<file path="src/rtl/reg_file_8x16_pkg.sv">
// Shared widths, types and reset value for the register file and its neighbours.
// No logic of its own; bus_mux2 is the datapath's 2:1 16-bit bus multiplexer.
// Buses are MSB-first ([0:W-1]) to match the rest of the datapath.
package reg_file_8x16_pkg;

  localparam int W  = 16;
  localparam int N  = 8;
  localparam int AW = 3;

  typedef logic [0:W-1]  word_t;
  typedef logic [AW-1:0] addr_t;

  localparam word_t RESET_VAL = 16'h0000;

  // 2:1 bus multiplexer: sel=0 picks a, sel=1 picks b.
  function automatic word_t bus_mux2(input logic sel, input word_t a, input word_t b);
    return sel ? b : a;
  endfunction

endpackage

</file>
<file path="src/rtl/reg_file_8x16_if.sv">
// Register-file bus: one write port, two read ports, status outputs.
// Carries no state; read data arrives one cycle after the read request.
// No backpressure: every request is accepted on the edge it is presented.
interface reg_file_8x16_if;
  import reg_file_8x16_pkg::*;

  logic        we;
  addr_t       waddr;
  word_t       wdata;
  logic        re_a;
  addr_t       raddr_a;
  logic        re_b;
  addr_t       raddr_b;
  word_t       rdata_a;
  word_t       rdata_b;
  logic        valid_a;
  logic        valid_b;
  logic [7:0]  wr_count;

  modport master (
    output we, waddr, wdata, re_a, raddr_a, re_b, raddr_b,
    input  rdata_a, rdata_b, valid_a, valid_b, wr_count
  );

  modport slave (
    input  we, waddr, wdata, re_a, raddr_a, re_b, raddr_b,
    output rdata_a, rdata_b, valid_a, valid_b, wr_count
  );

endinterface

</file>
<file path="src/rtl/reg_file_8x16_reg16.sv">
// W-bit storage register with load enable and asynchronous active-high reset.
// Latency: loads on the rising edge where en_i is high.
// No backpressure: holds its value whenever en_i is low.
module reg_file_8x16_reg16
  import reg_file_8x16_pkg::*;
(
  input  logic  clk,
  input  logic  rst,
  input  logic  en_i,
  input  word_t d_i,
  output word_t q_o
);

  word_t data_q;
  word_t data_d;

  // Next state: load new data when enabled, otherwise hold.
  always_comb begin
    data_d = data_q;
    if (en_i) data_d = d_i;
  end

  // State register, cleared immediately on reset.
  always_ff @(posedge clk or posedge rst) begin
    if (rst) data_q <= RESET_VAL;
    else     data_q <= data_d;
  end

  assign q_o = data_q;

endmodule

</file>
<file path="src/rtl/reg_file_8x16.sv">
// 8x16 register file with two registered read ports and write-to-read bypass.
// Latency: write visible to reads on the same edge via bypass; read data 1 cycle.
// No backpressure: all reads and writes complete on the edge they are presented.
module reg_file_8x16
  import reg_file_8x16_pkg::*;
(
  input  logic           clk,
  input  logic           reset,
  reg_file_8x16_if.slave bus
);

  logic [N-1:0] wen;
  word_t        regs_q [N];
  word_t        rd_a_d;
  word_t        rd_b_d;
  word_t        rdata_a_q;
  word_t        rdata_b_q;
  logic         valid_a_q;
  logic         valid_b_q;
  logic [7:0]   wr_count_q;
  logic [7:0]   wr_count_d;

  // 8:1 read multiplexer assembled as a three-level tree of 2:1 bus muxes.
  function automatic word_t mux8(input word_t r [N], input addr_t a);
    word_t l1 [4];
    word_t l2 [2];
    for (int k = 0; k < 4; k++) l1[k] = bus_mux2(a[0], r[2*k], r[2*k+1]);
    for (int k = 0; k < 2; k++) l2[k] = bus_mux2(a[1], l1[2*k], l1[2*k+1]);
    return bus_mux2(a[2], l2[0], l2[1]);
  endfunction

  // Write-address decoder: one-hot load enable for the addressed register.
  always_comb begin
    wen = '0;
    if (bus.we) wen[bus.waddr] = 1'b1;
  end

  for (genvar i = 0; i < N; i++) begin : g_store
    reg_file_8x16_reg16 u_reg (
      .clk  (clk),
      .rst  (reset),
      .en_i (wen[i]),
      .d_i  (bus.wdata),
      .q_o  (regs_q[i])
    );
  end

  // Read data selection; a same-edge write to the read address wins so a
  // dependent operation sees the fresh value without a stall.
  always_comb begin
    rd_a_d = mux8(regs_q, bus.raddr_a);
    rd_b_d = mux8(regs_q, bus.raddr_b);
    if (bus.we && (bus.raddr_a == bus.waddr)) rd_a_d = bus.wdata;
    if (bus.we && (bus.raddr_b == bus.waddr)) rd_b_d = bus.wdata;
  end

  reg_file_8x16_reg16 u_rd_a (
    .clk  (clk),
    .rst  (reset),
    .en_i (bus.re_a),
    .d_i  (rd_a_d),
    .q_o  (rdata_a_q)
  );

  reg_file_8x16_reg16 u_rd_b (
    .clk  (clk),
    .rst  (reset),
    .en_i (bus.re_b),
    .d_i  (rd_b_d),
    .q_o  (rdata_b_q)
  );

  // Committed-write counter next state; wraps naturally at 8 bits.
  always_comb begin
    wr_count_d = wr_count_q;
    if (bus.we) wr_count_d = wr_count_q + 8'd1;
  end

  // Valid flags follow the read enables by one edge; counter state register.
  always_ff @(posedge clk or posedge reset) begin
    if (reset) begin
      valid_a_q  <= 1'b0;
      valid_b_q  <= 1'b0;
      wr_count_q <= 8'd0;
    end else begin
      valid_a_q  <= bus.re_a;
      valid_b_q  <= bus.re_b;
      wr_count_q <= wr_count_d;
    end
  end

  assign bus.rdata_a  = rdata_a_q;
  assign bus.rdata_b  = rdata_b_q;
  assign bus.valid_a  = valid_a_q;
  assign bus.valid_b  = valid_b_q;
  assign bus.wr_count = wr_count_q;

endmodule

</file>
<file path="src/flat_wrapper.sv">
// flat-port wrapper written by rule: the top's interface ports become plain ports
module reg_file_8x16_flat import reg_file_8x16_pkg::*;
  (clk, reset, bus_we, bus_waddr, bus_wdata, bus_re_a, bus_raddr_a, bus_re_b, bus_raddr_b, bus_rdata_a, bus_rdata_b, bus_valid_a, bus_valid_b, bus_wr_count);
  reg_file_8x16_if bus_i ();
  input  logic clk;
  input  logic reset;
  input wire logic [$bits(bus_i.we)-1:0] bus_we;
  input wire logic [$bits(bus_i.waddr)-1:0] bus_waddr;
  input wire logic [$bits(bus_i.wdata)-1:0] bus_wdata;
  input wire logic [$bits(bus_i.re_a)-1:0] bus_re_a;
  input wire logic [$bits(bus_i.raddr_a)-1:0] bus_raddr_a;
  input wire logic [$bits(bus_i.re_b)-1:0] bus_re_b;
  input wire logic [$bits(bus_i.raddr_b)-1:0] bus_raddr_b;
  output wire logic [$bits(bus_i.rdata_a)-1:0] bus_rdata_a;
  output wire logic [$bits(bus_i.rdata_b)-1:0] bus_rdata_b;
  output wire logic [$bits(bus_i.valid_a)-1:0] bus_valid_a;
  output wire logic [$bits(bus_i.valid_b)-1:0] bus_valid_b;
  output wire logic [$bits(bus_i.wr_count)-1:0] bus_wr_count;
  assign bus_i.we = bus_we;
  assign bus_i.waddr = bus_waddr;
  assign bus_i.wdata = bus_wdata;
  assign bus_i.re_a = bus_re_a;
  assign bus_i.raddr_a = bus_raddr_a;
  assign bus_i.re_b = bus_re_b;
  assign bus_i.raddr_b = bus_raddr_b;
  assign bus_rdata_a = bus_i.rdata_a;
  assign bus_rdata_b = bus_i.rdata_b;
  assign bus_valid_a = bus_i.valid_a;
  assign bus_valid_b = bus_i.valid_b;
  assign bus_wr_count = bus_i.wr_count;
  reg_file_8x16 u_core (.clk(clk), .reset(reset), .bus(bus_i));
endmodule
</file>
<file path="config.mk">
export PLATFORM = sky130hd
export DESIGN_NAME = reg_file_8x16_flat
export DESIGN_NICKNAME = d
export VERILOG_FILES = /design/src/rtl/reg_file_8x16_pkg.sv /design/src/rtl/reg_file_8x16_if.sv /design/src/rtl/reg_file_8x16_reg16.sv /design/src/rtl/reg_file_8x16.sv /design/src/flat_wrapper.sv
export SDC_FILE = /design/constraint.sdc
export NUM_CORES = 1
export LEC_CHECK = 0
export BUFFER_PORTS_ARGS = -buffer_cell sky130_fd_sc_hd__buf_4
export CAP_MARGIN = 20
export CORE_AREA = 2 2 149 136
export CTS_BUF_LIST = sky130_fd_sc_hd__clkbuf_2 sky130_fd_sc_hd__clkbuf_4 sky130_fd_sc_hd__clkbuf_8
export CTS_CLUSTER_DIAMETER = 120
export DETAILED_ROUTE_END_ITERATION = 16
export DIE_AREA = 0 0 151 138
export GPL_TIMING_DRIVEN = 1
export PLACE_DENSITY_LB_ADDON = 0.08
export SLEW_MARGIN = 10
export SYNTH_ARGS = -nofsm -noshare
export SYNTH_HDL_FRONTEND = slang
export SYNTH_SLANG_ARGS = --single-unit
</file>
<file path="constraint.sdc">
create_clock -name clk -period 7.7 [get_ports clk]
set_clock_uncertainty 0.05 [all_clocks]
set_input_delay 1.155 -clock clk [delete_from_list [all_inputs] [get_ports clk]]
set_output_delay 1.155 -clock clk [all_outputs]
set_load 0.03 [all_outputs]
</file>
==> results of run 1 <==
-- metrics by stage --
stage | cells | setup slack (ns)
finish | 940 | 4.870
floorplan | 623 | 1.892
detailed placement | 907 | 4.345
global route | 940 | 4.740
global placement | 907 | 4.371
CTS | 939 | 4.850
-- cell families (layout without fill, tap and decap cells) --
| family | count (synthesis) | after routing | synth area share |
|---|---|---|---|
| simple gates | 111 | 111 | 0.06065 |
| xor+xnor | 13 | 13 | 0.01333 |
| compound gates | 90 | 90 | 0.06959 |
| mux | 169 | 169 | 0.3150 |
| fa+ha+maj | 1 | 1 | 0.001465 |
| buf+inv | 69 | 131 | 0.04190 |
| flops | 170 | 170 | 0.4981 |
-- flip-flops by register name, indices dropped and copies added (netlist names) --
register,count
u_core.g_store.u_reg.q_o,128
u_core.u_rd_a.q_o,16
u_core.u_rd_b.q_o,16
u_core.bus.wr_count,8
u_core.bus.valid_a,1
u_core.bus.valid_b,1
-- layout by cell type (no fill, tap or decap) --
master / instances
mux2_2: 86
a41oi_2: 2
o21ai_0: 56
clkbuf_4: 2
nand4_1: 3
clkinvlp_4: 4
mux4_1: 24
mux2i_1: 19
buf_4: 81
clkbuf_8: 19
nand2_1: 63
inv_6: 2
nor2_1: 21
dfrtp_1: 170
ha_1: 1
nor2b_1: 13
nand4b_1: 3
buf_16: 1
a221o_1: 13
mux4_2: 40
nor3b_2: 2
a221oi_1: 19
bufinv_16: 3
nor3_1: 1
nor3_2: 2
inv_1: 16
nand2b_1: 1
xnor2_1: 9
clkinv_2: 3
and4b_1: 2
xor2_1: 4
-- per-layer routing --
metal  global-route usage  share of wire  up-vias
li1                     -              -     2437
met1               0.3157           0.46     2944
met2               0.3498           0.49      123
met3              0.03465          0.035       16
met4              0.05362          0.011        0
met5                    0              0        -
-- layout make-up --
type / instances / area (µm²) / share of cell area
clock inverter: 11 / 143.9 / 0.01492
sequential: 170 / 4254 / 0.4412
tap: 255 / 319.1 / 0.03309
multi-input combinational: 384 / 3944 / 0.4090
timing repair buffer: 82 / 635.6 / 0.06592
inverter: 17 / 68.82 / 0.007137
clock buffer: 21 / 276.5 / 0.02868
-- worst max path at each step --
stage / slack [ns] / endpoint / from
floorplan: 1.89 / u_core.bus.valid_a / reset
global placement: 4.37 / u_core.u_rd_a.q_o[0] / bus_raddr_a[0]
detailed placement: 4.34 / u_core.u_rd_a.q_o[0] / bus_raddr_a[0]
CTS: 4.85 / u_core.u_rd_a.q_o[0] / bus_raddr_a[0]
global route: 4.74 / u_core.u_rd_a.q_o[0] / bus_raddr_a[0]
finish: 4.87 / u_core.u_rd_a.q_o[0] / bus_raddr_a[0]
-- power groups by stage --
stage,Sequential (mW),Clock (mW),Combinational [mW]
6_report,1.24,0.679,0.703
3_3_place_gp,1.24,0,0.692
3_5_place_dp,1.26,0,0.709
2_1_floorplan,1.32,0,0.410
5_1_grt,1.27,0.727,0.765
4_1_cts,1.24,0.696,0.710
==> results_dict.tcl, run 1 <==
set metrics [dict create \
    status "finished clean" \
    min_from "u_core.bus.wr_count[7]" \
    core_mm2 0.01950 \
    syn_area_mm2 0.008541 \
    power_leakage_nw 4.231 \
    rsz0062_at_grt "false" \
    power.density_mw_per_mm2 272.3 \
    postPlaceCellArea_mm2 0.009194 \
    drive_above_1_share 0.3606 \
    min_path_cells 1 \
    slowest_stage "a41oi_2" \
    grt_pass1_vias 5724 \
    h-tree-depth 4 \
    cts_setup_buffers 0 \
    slew_headroom 0.2587 \
    rows 49 \
    cp_cell_sequence "buf_4 > xnor2_1 > a41oi_2 > a221oi_1" \
    syn_nets 654 \
    whs_endpoint "u_core.bus.wr_count[7]" \
    dieArea_mm2 0.02084 \
    comb_power_share 0.268 \
    initial_core_util 0.4381 \
    ctsResizeCount 0 \
    detail_route.first_pass.iterations 4 \
    routed_wl_mm 21.60 \
    synthArstFlopShare 1.000 \
    grt_max_degree 88 \
    r2r_start "u_core.g_store[3].u_reg.q_o[7]" \
    routedWlPerCell_um 22.98 \
    cts_buffer_depth 2 \
    synth_edf_count 0 \
    irDropWorstVdd_uv 101.9 \
    drtAntennaViolNets 0 \
    synth_cells 623 \
    cts_hold_buf 0 \
    endpoint_kind "flip-flop" \
    fillCellCount 1676 \
    reg2reg_depth 3 \
    internal_power_mw 1.801 \
    critical_path_arrival_ns 3.06 \
    grt_pass1_wl_mm 34.21 \
    vias 5520 \
    hold_class "reg -> reg" \
    slew_violations 0 \
    setup_violations 0 \
    switchingPower_mw 0.8236 \
    path_depth 4 \
    post-synth-top-count-cell "dfrtp_1" \
    drc 0 \
    ys_top_cells_by_area "dfrtp_1, mux2_2, mux4_2" \
    whs_ns 0.4198 \
    yosys_most_used_dff "dfrtp_1" \
    cts_tree "done" \
    synth_common_cells "dfrtp_1, mux2_2, nand2_1" \
    yosysWarningCount 0 \
    cts_buffers 17 \
    crit_required_ns 7.93 \
    numClockSinks 170 \
    ys_seq_area_frac 0.4981 \
    p_sw_frac 0.3137 \
    antenna_found_initial 0 \
    drt_iter0_markers 348 \
    grt_remaining_overflow 0 \
    cap_viol_max_count 0 \
    syn_avg_cell_area_um2 13.71 \
    insertion_delay_ns 0.46 \
    io_pins 72 \
    tightest_slew_ns 1.112 \
    max_stage_delay_ns 0.93 \
    viasPerCell 5.872 \
    period_needed_ns 2.830 \
    finalPower_mw 2.625 \
    synth_top_area_share 0.4981 \
    routabilityCongestion 0.7555 \
    finalHoldViolCount 0 \
    io_buffers 71 \
    r2r_end "u_core.u_rd_b.q_o[7]" \
    grt_usage 0.2186 \
    final_util 0.4945 \
    startpoint_type "input port" \
    period_share 0.3676 \
    crit_type "in -> reg" \
    tns_ns 0 \
    regToRegSetupSlack_ns 6.02 \
    path_buf_inv 1 \
    ys_ff_latch 170 \
    areaGrowthSynthToFinish_pct 12.89 \
    power_frac_seq 0.473 \
    num_antenna_cells 0 \
    cts_root_buffer "clkbuf_8" \
    worst-path-max-fanout 33 \
    hpwl_mm 12.90 \
    clkSlewWorstSetupHoldPaths_ns 0.09 \
    max_clock_freq_mhz 353.3 \
    die_y_um 138 \
    synth.distinct_cells 30 \
    path_delay_family "compound AO/OA/AOI/OAI gates" \
    yosysTopAreaCell "dfrtp_1" \
    die_x_um 151 \
    nNetsFinal 703 \
    postLayoutCellArea_mm2 0.009642 \
    pwr-share-clk 0.259 \
]
Power figures use the tool's default switching activity.
==> inputs of run 2 (changes only) <==
--- a/config.mk
+++ b/config.mk
@@ -5,13 +5,14 @@
 export SDC_FILE = /design/constraint.sdc
 export NUM_CORES = 1
 export LEC_CHECK = 0
+export ABC_AREA = 1
 export BUFFER_PORTS_ARGS = -buffer_cell sky130_fd_sc_hd__buf_4
 export CAP_MARGIN = 20
-export CORE_AREA = 2 2 149 136
+export CORE_AREA = 2 2 155 142
 export CTS_BUF_LIST = sky130_fd_sc_hd__clkbuf_2 sky130_fd_sc_hd__clkbuf_4 sky130_fd_sc_hd__clkbuf_8
 export CTS_CLUSTER_DIAMETER = 120
 export DETAILED_ROUTE_END_ITERATION = 16
-export DIE_AREA = 0 0 151 138
+export DIE_AREA = 0 0 157 144
 export GPL_TIMING_DRIVEN = 1
 export PLACE_DENSITY_LB_ADDON = 0.08
 export SLEW_MARGIN = 10
==> constraint.sdc (replaced) <==
create_clock -name clk -period 2.5 [get_ports clk]
set_clock_uncertainty 0.05 [all_clocks]
set_input_delay 0.375 -clock clk [delete_from_list [all_inputs] [get_ports clk]]
set_output_delay 0.375 -clock clk [all_outputs]
set_load 0.03 [all_outputs]
==> results_dict.tcl, run 2 <==
set metrics [dict create \
    status "finished clean" \
    drive_above_1_share 0.1268 \
    r2r_end "u_core.bus.wr_count[7]" \
    max_stage_delay_ns 0.43 \
    tns_ns 0 \
    setup_ws_ns 0.9040 \
    mostFrequentLayoutCells "nand2_1, nand3_1, dfrtp_1" \
    initial_core_util 0.4405 \
    cts_tree "done" \
    grt_remaining_overflow 0 \
    dpl_worst_slack_ns 0.4184 \
    nNetsFinal 1390 \
    irDropWorstVdd_uv 467.1 \
    routedWlPerCell_um 17.76 \
    hpwl_mm 19.24 \
    critical_path_arrival_ns 1.94 \
    endpoint_kind "flip-flop" \
    power.density_mw_per_mm2 758.8 \
    routed_wl_mm 29.53 \
    final_util 0.5004 \
    reg2reg_depth 4 \
    cp_cell_sequence "buf_4 > inv_2 > nor2_1 > nor2_4 > nand2_2 > clkinv_2 > nor2_1 > o21ai_1" \
    tightest_slew_ns 0.5638 \
    finalHoldViolCount 0 \
    largest_reg_flops 128 \
    ys_seq_area_frac 0.4572 \
    yosysWarningCount 0 \
    areaGrowthSynthToFinish_pct 13.61 \
    slew_violations 0 \
    final_common_cell "nand2_1" \
    endpoint "u_core.u_rd_b.q_o[6]" \
    detail_route.first_pass.iterations 8 \
    ctsResizeCount 0 \
    io_pins 72 \
    num_antenna_cells 0 \
    cts_buffers 17 \
    cts_setup_buffers 0 \
    vias 8757 \
    dieArea_mm2 0.02261 \
    cp_common_cell "nor2_1" \
    ys_ff_latch 170 \
    synth_top_area_share 0.4572 \
    synth_cells 1318 \
    hold_class "in -> reg" \
    max_clock_freq_mhz 626.6 \
    setup_violations 0 \
    startpoint "bus_raddr_b[1]" \
    syn_nets 1349 \
    period_share 0.6384 \
    numClockSinks 170 \
    yosysTopAreaCell "dfrtp_1" \
    grt_pass1_wl_mm 46.73 \
    slowest_stage "nor2_4" \
    post-synth-top-count-cell "nand2_1" \
    synth.distinct_cells 29 \
    grt_max_degree 57 \
    grt_pass1_vias 8226 \
    drc 0 \
    cts_buffer_depth 2 \
    synth_edf_count 0 \
    synth_common_cells "nand2_1, nand3_1, dfrtp_1" \
    cts_root_buffer "clkbuf_8" \
    antenna_found_initial 0 \
    yosys_most_used_dff "dfrtp_1" \
    syn_avg_cell_area_um2 7.059 \
    clkSlewWorstSetupHoldPaths_ns 0.10 \
    r2r_start "u_core.bus.wr_count[0]" \
    grt_usage 0.2718 \
    power_leakage_nw 5.344 \
    insertion_delay_ns 0.47 \
    crit_type "in -> reg" \
    ys_top_cells_by_area "dfrtp_1, nand2_1, nand3_1" \
    startpoint_type "input port" \
    routabilityCongestion 0.8618 \
    die_x_um 157 \
    drtAntennaViolNets 0 \
    core_mm2 0.02112 \
    viasPerCell 5.266 \
    rsz0062_at_grt "false" \
    drt_iter0_markers 716 \
    regToRegSetupSlack_ns 1.23 \
    crit_required_ns 2.84 \
    slew_headroom 0.6241 \
    syn_area_mm2 0.009304 \
    rows 51 \
    h-tree-depth 4 \
    period_needed_ns 1.596 \
    worst-path-max-fanout 17 \
    io_buffers 71 \
    postPlaceCellArea_mm2 0.01011 \
    postLayoutCellArea_mm2 0.01057 \
    cap_viol_max_count 0 \
    die_y_um 144 \
    synthArstFlopShare 1.000 \
]
run 2: cell count changes after synthesis, moves of 19 or more:
cell      previous run  this run
mux4_1              24         0
inv_1               17       104
mux4_2              40         0
a221oi_1            19         0
mux2_2              86         0
mux2i_1             19         0
nand3_1              0       232
o21ai_0             56       124
buf_2               14        34
nand2_1             63       495
run 2: through the flow:
stage | hold slack [ns] | power [mW] | instances
2_1_floorplan | 0.3564 | 5.099 | 1318
3_3_place_gp | 0.3312 | 5.789 | 1630
3_5_place_dp | 0.3222 | 5.824 | 1630
4_1_cts | 0.04999 | 8.063 | 1663
5_1_grt | 0.07049 | 8.500 | 1663
6_report | 0.07434 | 8.020 | 1663
run 2: how the worst min path moves through the flow:
stage | start | end | slack (ns) | cells past startpoint
after floorplan | bus_re_a | u_core.bus.valid_a | 0.36 | 0
after global placement | reset | u_core.g_store[3].u_reg.q_o[12] | 0.33 | 2
after detailed placement | reset | u_core.g_store[3].u_reg.q_o[12] | 0.32 | 2
after CTS | bus_wdata[15] | u_core.g_store[7].u_reg.q_o[15] | 0.05 | 3
after global routing | bus_wdata[15] | u_core.g_store[7].u_reg.q_o[15] | 0.07 | 3
final | bus_wdata[15] | u_core.g_store[7].u_reg.q_o[15] | 0.07 | 3
run 2: timing repair:
action | CTS | global route
endpoints found under the hold margin | 6 | 0
endpoints found under the setup margin | 0 | 0
hold buffers | 1 | 0
run 2: cell type report:
class / count / area [µm²]
well taps: 291 / 364.1
inverters: 116 / 442.9
flip-flops and latches: 170 / 4254
repair buffers: 106 / 848.3
multi-input cells: 948 / 4214
fillers: 2116 / 10550
clock inverters: 13 / 191.4
clock buffers: 19 / 255.2
run 2: logic make-up (layout without fill, tap and decap cells):
logic type	after synthesis	count (layout)	share of synthesized area
XOR/XNOR	7	7	0.006590
AO/OA/AOI/OAI	160	160	0.09010
AND/OR/NAND/NOR	780	780	0.3542
flip-flops	170	170	0.4572
adder cells (fa/ha/maj)	1	1	0.001345
buffers and inverters	200	254	0.09050
run 2: metal layers:
metal	track usage	vias to the layer above	part of all wire
met5	0	-	0
met4	0.07871	0	0.016
met3	0.03596	25	0.057
met2	0.4418	301	0.47
met1	0.3816	4166	0.46
li1	-	4265	-
run 2: power by group:
group | internal (mW) | total [mW] | switching (mW)
clock | 1.14 | 2.25 | 1.11
sequential | 3.27 | 3.70 | 0.429
combinational | 0.758 | 2.07 | 1.31
run 2: critical path: cells and delay by family:
family | cells | cell delay, ns
AOI/OAI and AO/OA | 1 | 0.12
and+or+nand+nor | 4 | 0.92
buffers and inverters | 3 | 0.53
==> inputs of run 3 (changes only) <==
==> constraint.sdc (replaced) <==
create_clock -name clk -period 1.6 [get_ports clk]
set_clock_uncertainty 0.05 [all_clocks]
set_input_delay 0.24 -clock clk [delete_from_list [all_inputs] [get_ports clk]]
set_output_delay 0.24 -clock clk [all_outputs]
set_load 0.03 [all_outputs]
==> results_dict.tcl, run 3 (same netlist as run 2, synthesis figures left out) <==
set metrics [dict create \
    status "finished clean" \
    dieArea_mm2 0.02261 \
    final_common_cell "nand2_1" \
    io_pins 72 \
    period_needed_ns 1.418 \
    crit_required_ns 1.31 \
    io_buffers 71 \
    slew_violations 0 \
    cts_buffers 17 \
    irDropWorstVdd_uv 789.2 \
    grtUsageMet3 0.05664 \
    hold_class "in -> reg" \
    p_sw_frac 0.3593 \
    switchingPower_mw 4.492 \
    grt_use_met1 0.4026 \
    postPlaceCellArea_mm2 0.01041 \
    core_mm2 0.02112 \
    die_x_um 157 \
    power_frac_seq 0.464 \
    clkSlewWorstSetupHoldPaths_ns 0.10 \
    grt_pass1_wl_mm 48.02 \
    power.density_mw_per_mm2 1139 \
    top_usage_layer "met2" \
    nNetsFinal 1428 \
    finalHoldViolCount 0 \
    path_delay_family "flip-flops" \
    cts_buffer_depth 2 \
    num_antenna_cells 0 \
    viasPerCell 5.275 \
    path_buf_inv 1 \
    grt_pass1_vias 8389 \
    endpoint_kind "output port" \
    postLayoutCellArea_mm2 0.01098 \
    numClockSinks 170 \
    drive_above_1_share 0.1412 \
    worst-path-max-fanout 5 \
    antenna_found_initial 0 \
    detail_route.first_pass.iterations 5 \
    drtAntennaViolNets 0 \
    comb_power_share 0.267 \
    gr-usage-met2 0.4453 \
    critical_path_arrival_ns 1.13 \
    power_leakage_nw 5.540 \
    cts_tree "done" \
    fillCellCount 2104 \
    rows 51 \
    largest_reg_flops 128 \
    crit_type "reg -> out" \
    max_clock_freq_mhz 705.0 \
    grt_remaining_overflow 0 \
    routedWlPerCell_um 18.09 \
    cap_viol_max_count 0 \
    pwr-share-clk 0.269 \
    initial_core_util 0.4405 \
    drt_iter0_markers 958 \
    setup_violations 0 \
    rsz0062_at_grt "false" \
    grt_max_degree 45 \
    cts_root_buffer "clkbuf_8" \
    areaGrowthSynthToFinish_pct 17.97 \
    internal_power_mw 8.010 \
    finalPower_mw 12.50 \
    drc 0 \
    insertion_delay_ns 0.47 \
    cp_cell_sequence "buf_4" \
    routabilityCongestion 0.8308 \
    max_stage_delay_ns 0.45 \
    routed_wl_mm 30.75 \
    h-tree-depth 4 \
    die_y_um 144 \
    vias 8968 \
    startpoint_type "flip-flop" \
    mostFrequentLayoutCells "nand2_1, nand3_1, dfrtp_1" \
    hpwl_mm 19.74 \
    slowest_stage "dfrtp_1" \
    slew_headroom 0.6671 \
    tightest_slew_ns 0.4993 \
    period_share 0.8865 \
    grt_usage 0.2820 \
]
==> run 3: changes by cell type in the layout (fill, tap and decap cells not counted), moves of 2 or more <==
| cell | before | now |
|---|---|---|
| buf_12 | 4 | 13 |
| buf_4 | 101 | 117 |
| clkinv_2 | 3 | 1 |
| clkinvlp_4 | 3 | 5 |
| dlygate4sd3_1 | 1 | 14 |
| inv_6 | 2 | 4 |
==> run 3: timing repair <==
| item | in CTS | in global routing |
|---|---|---|
| buffers inserted | 0 | 0 |
| endpoints found under the hold margin | 116 | 0 |
| endpoints found under the setup margin | 0 | 5 |
| gates resized for setup | 0 | 1 |
| hold buffers | 14 | 0 |
==> run 3: final timing paths <==
kind,from,endpoint,slack (ns),cells after the start
worst max-delay path,u_core.bus.wr_count[0],bus_wr_count[0],0.18,1
worst min-delay path,bus_re_b,u_core.u_rd_b.q_o[11],0.08,4
worst max register to register,u_core.bus.wr_count[0],u_core.bus.wr_count[7],0.30,4
worst min register to register,u_core.bus.wr_count[7],u_core.bus.wr_count[7],0.44,1
max in group asynchronous,reset,u_core.g_store[0].u_reg.q_o[2],0.59,5
min in group asynchronous,reset,u_core.g_store[5].u_reg.q_o[7],0.16,3
==> run 3: power groups by stage <==
stage	Combinational (mW)	Sequential (mW)	Clock (mW)
global route	3.78	5.91	3.58
floorplan	1.87	6.09	0
CTS	3.36	5.79	3.39
detailed placement	3.33	5.86	0
global placement	3.27	5.86	0
finish	3.34	5.80	3.36
==> run 3: cell type report <==
cell class	count	area, µm²	share of cell area
inverter	116	442.9	0.04036
clock buffer	19	255.2	0.02326
clock inverter	12	163.9	0.01493
timing repair buffer	144	1279	0.1165
sequential	170	4254	0.3876
multi-input combinational	948	4217	0.3842
tap	291	364.1	0.03317
==> run 3: through the flow <==
step	hold slack [ns]	TNS (ns)	util	setup slack [ns]	instances
after global placement	0.09210	0	0.4930	0.1155	1655
after detailed placement	0.09233	0	0.4930	0.08591	1655
after floorplan	0.2214	-145.98	-	-0.8587	1318
final	0.07639	0	0.5196	0.1816	1700
after CTS	0.06135	0	0.5195	0.1460	1700
after global routing	0.06877	0	0.5196	0.04376	1700
==> run 3: metal layers <==
metal,vias to the layer above,part of all wire,wire (µm)
met5,-,0,0
met4,0,0.015,473
met3,42,0.075,2317
met2,377,0.46,14030
met1,4197,0.45,13930
li1,4352,-,-
==> run 3: worst reg2reg max path, delay by kind of cell (launching register included) <==
family        cells  cell delay (ns)
simple gates      3             0.54
flops             1             0.45
xor+xnor          1             0.14
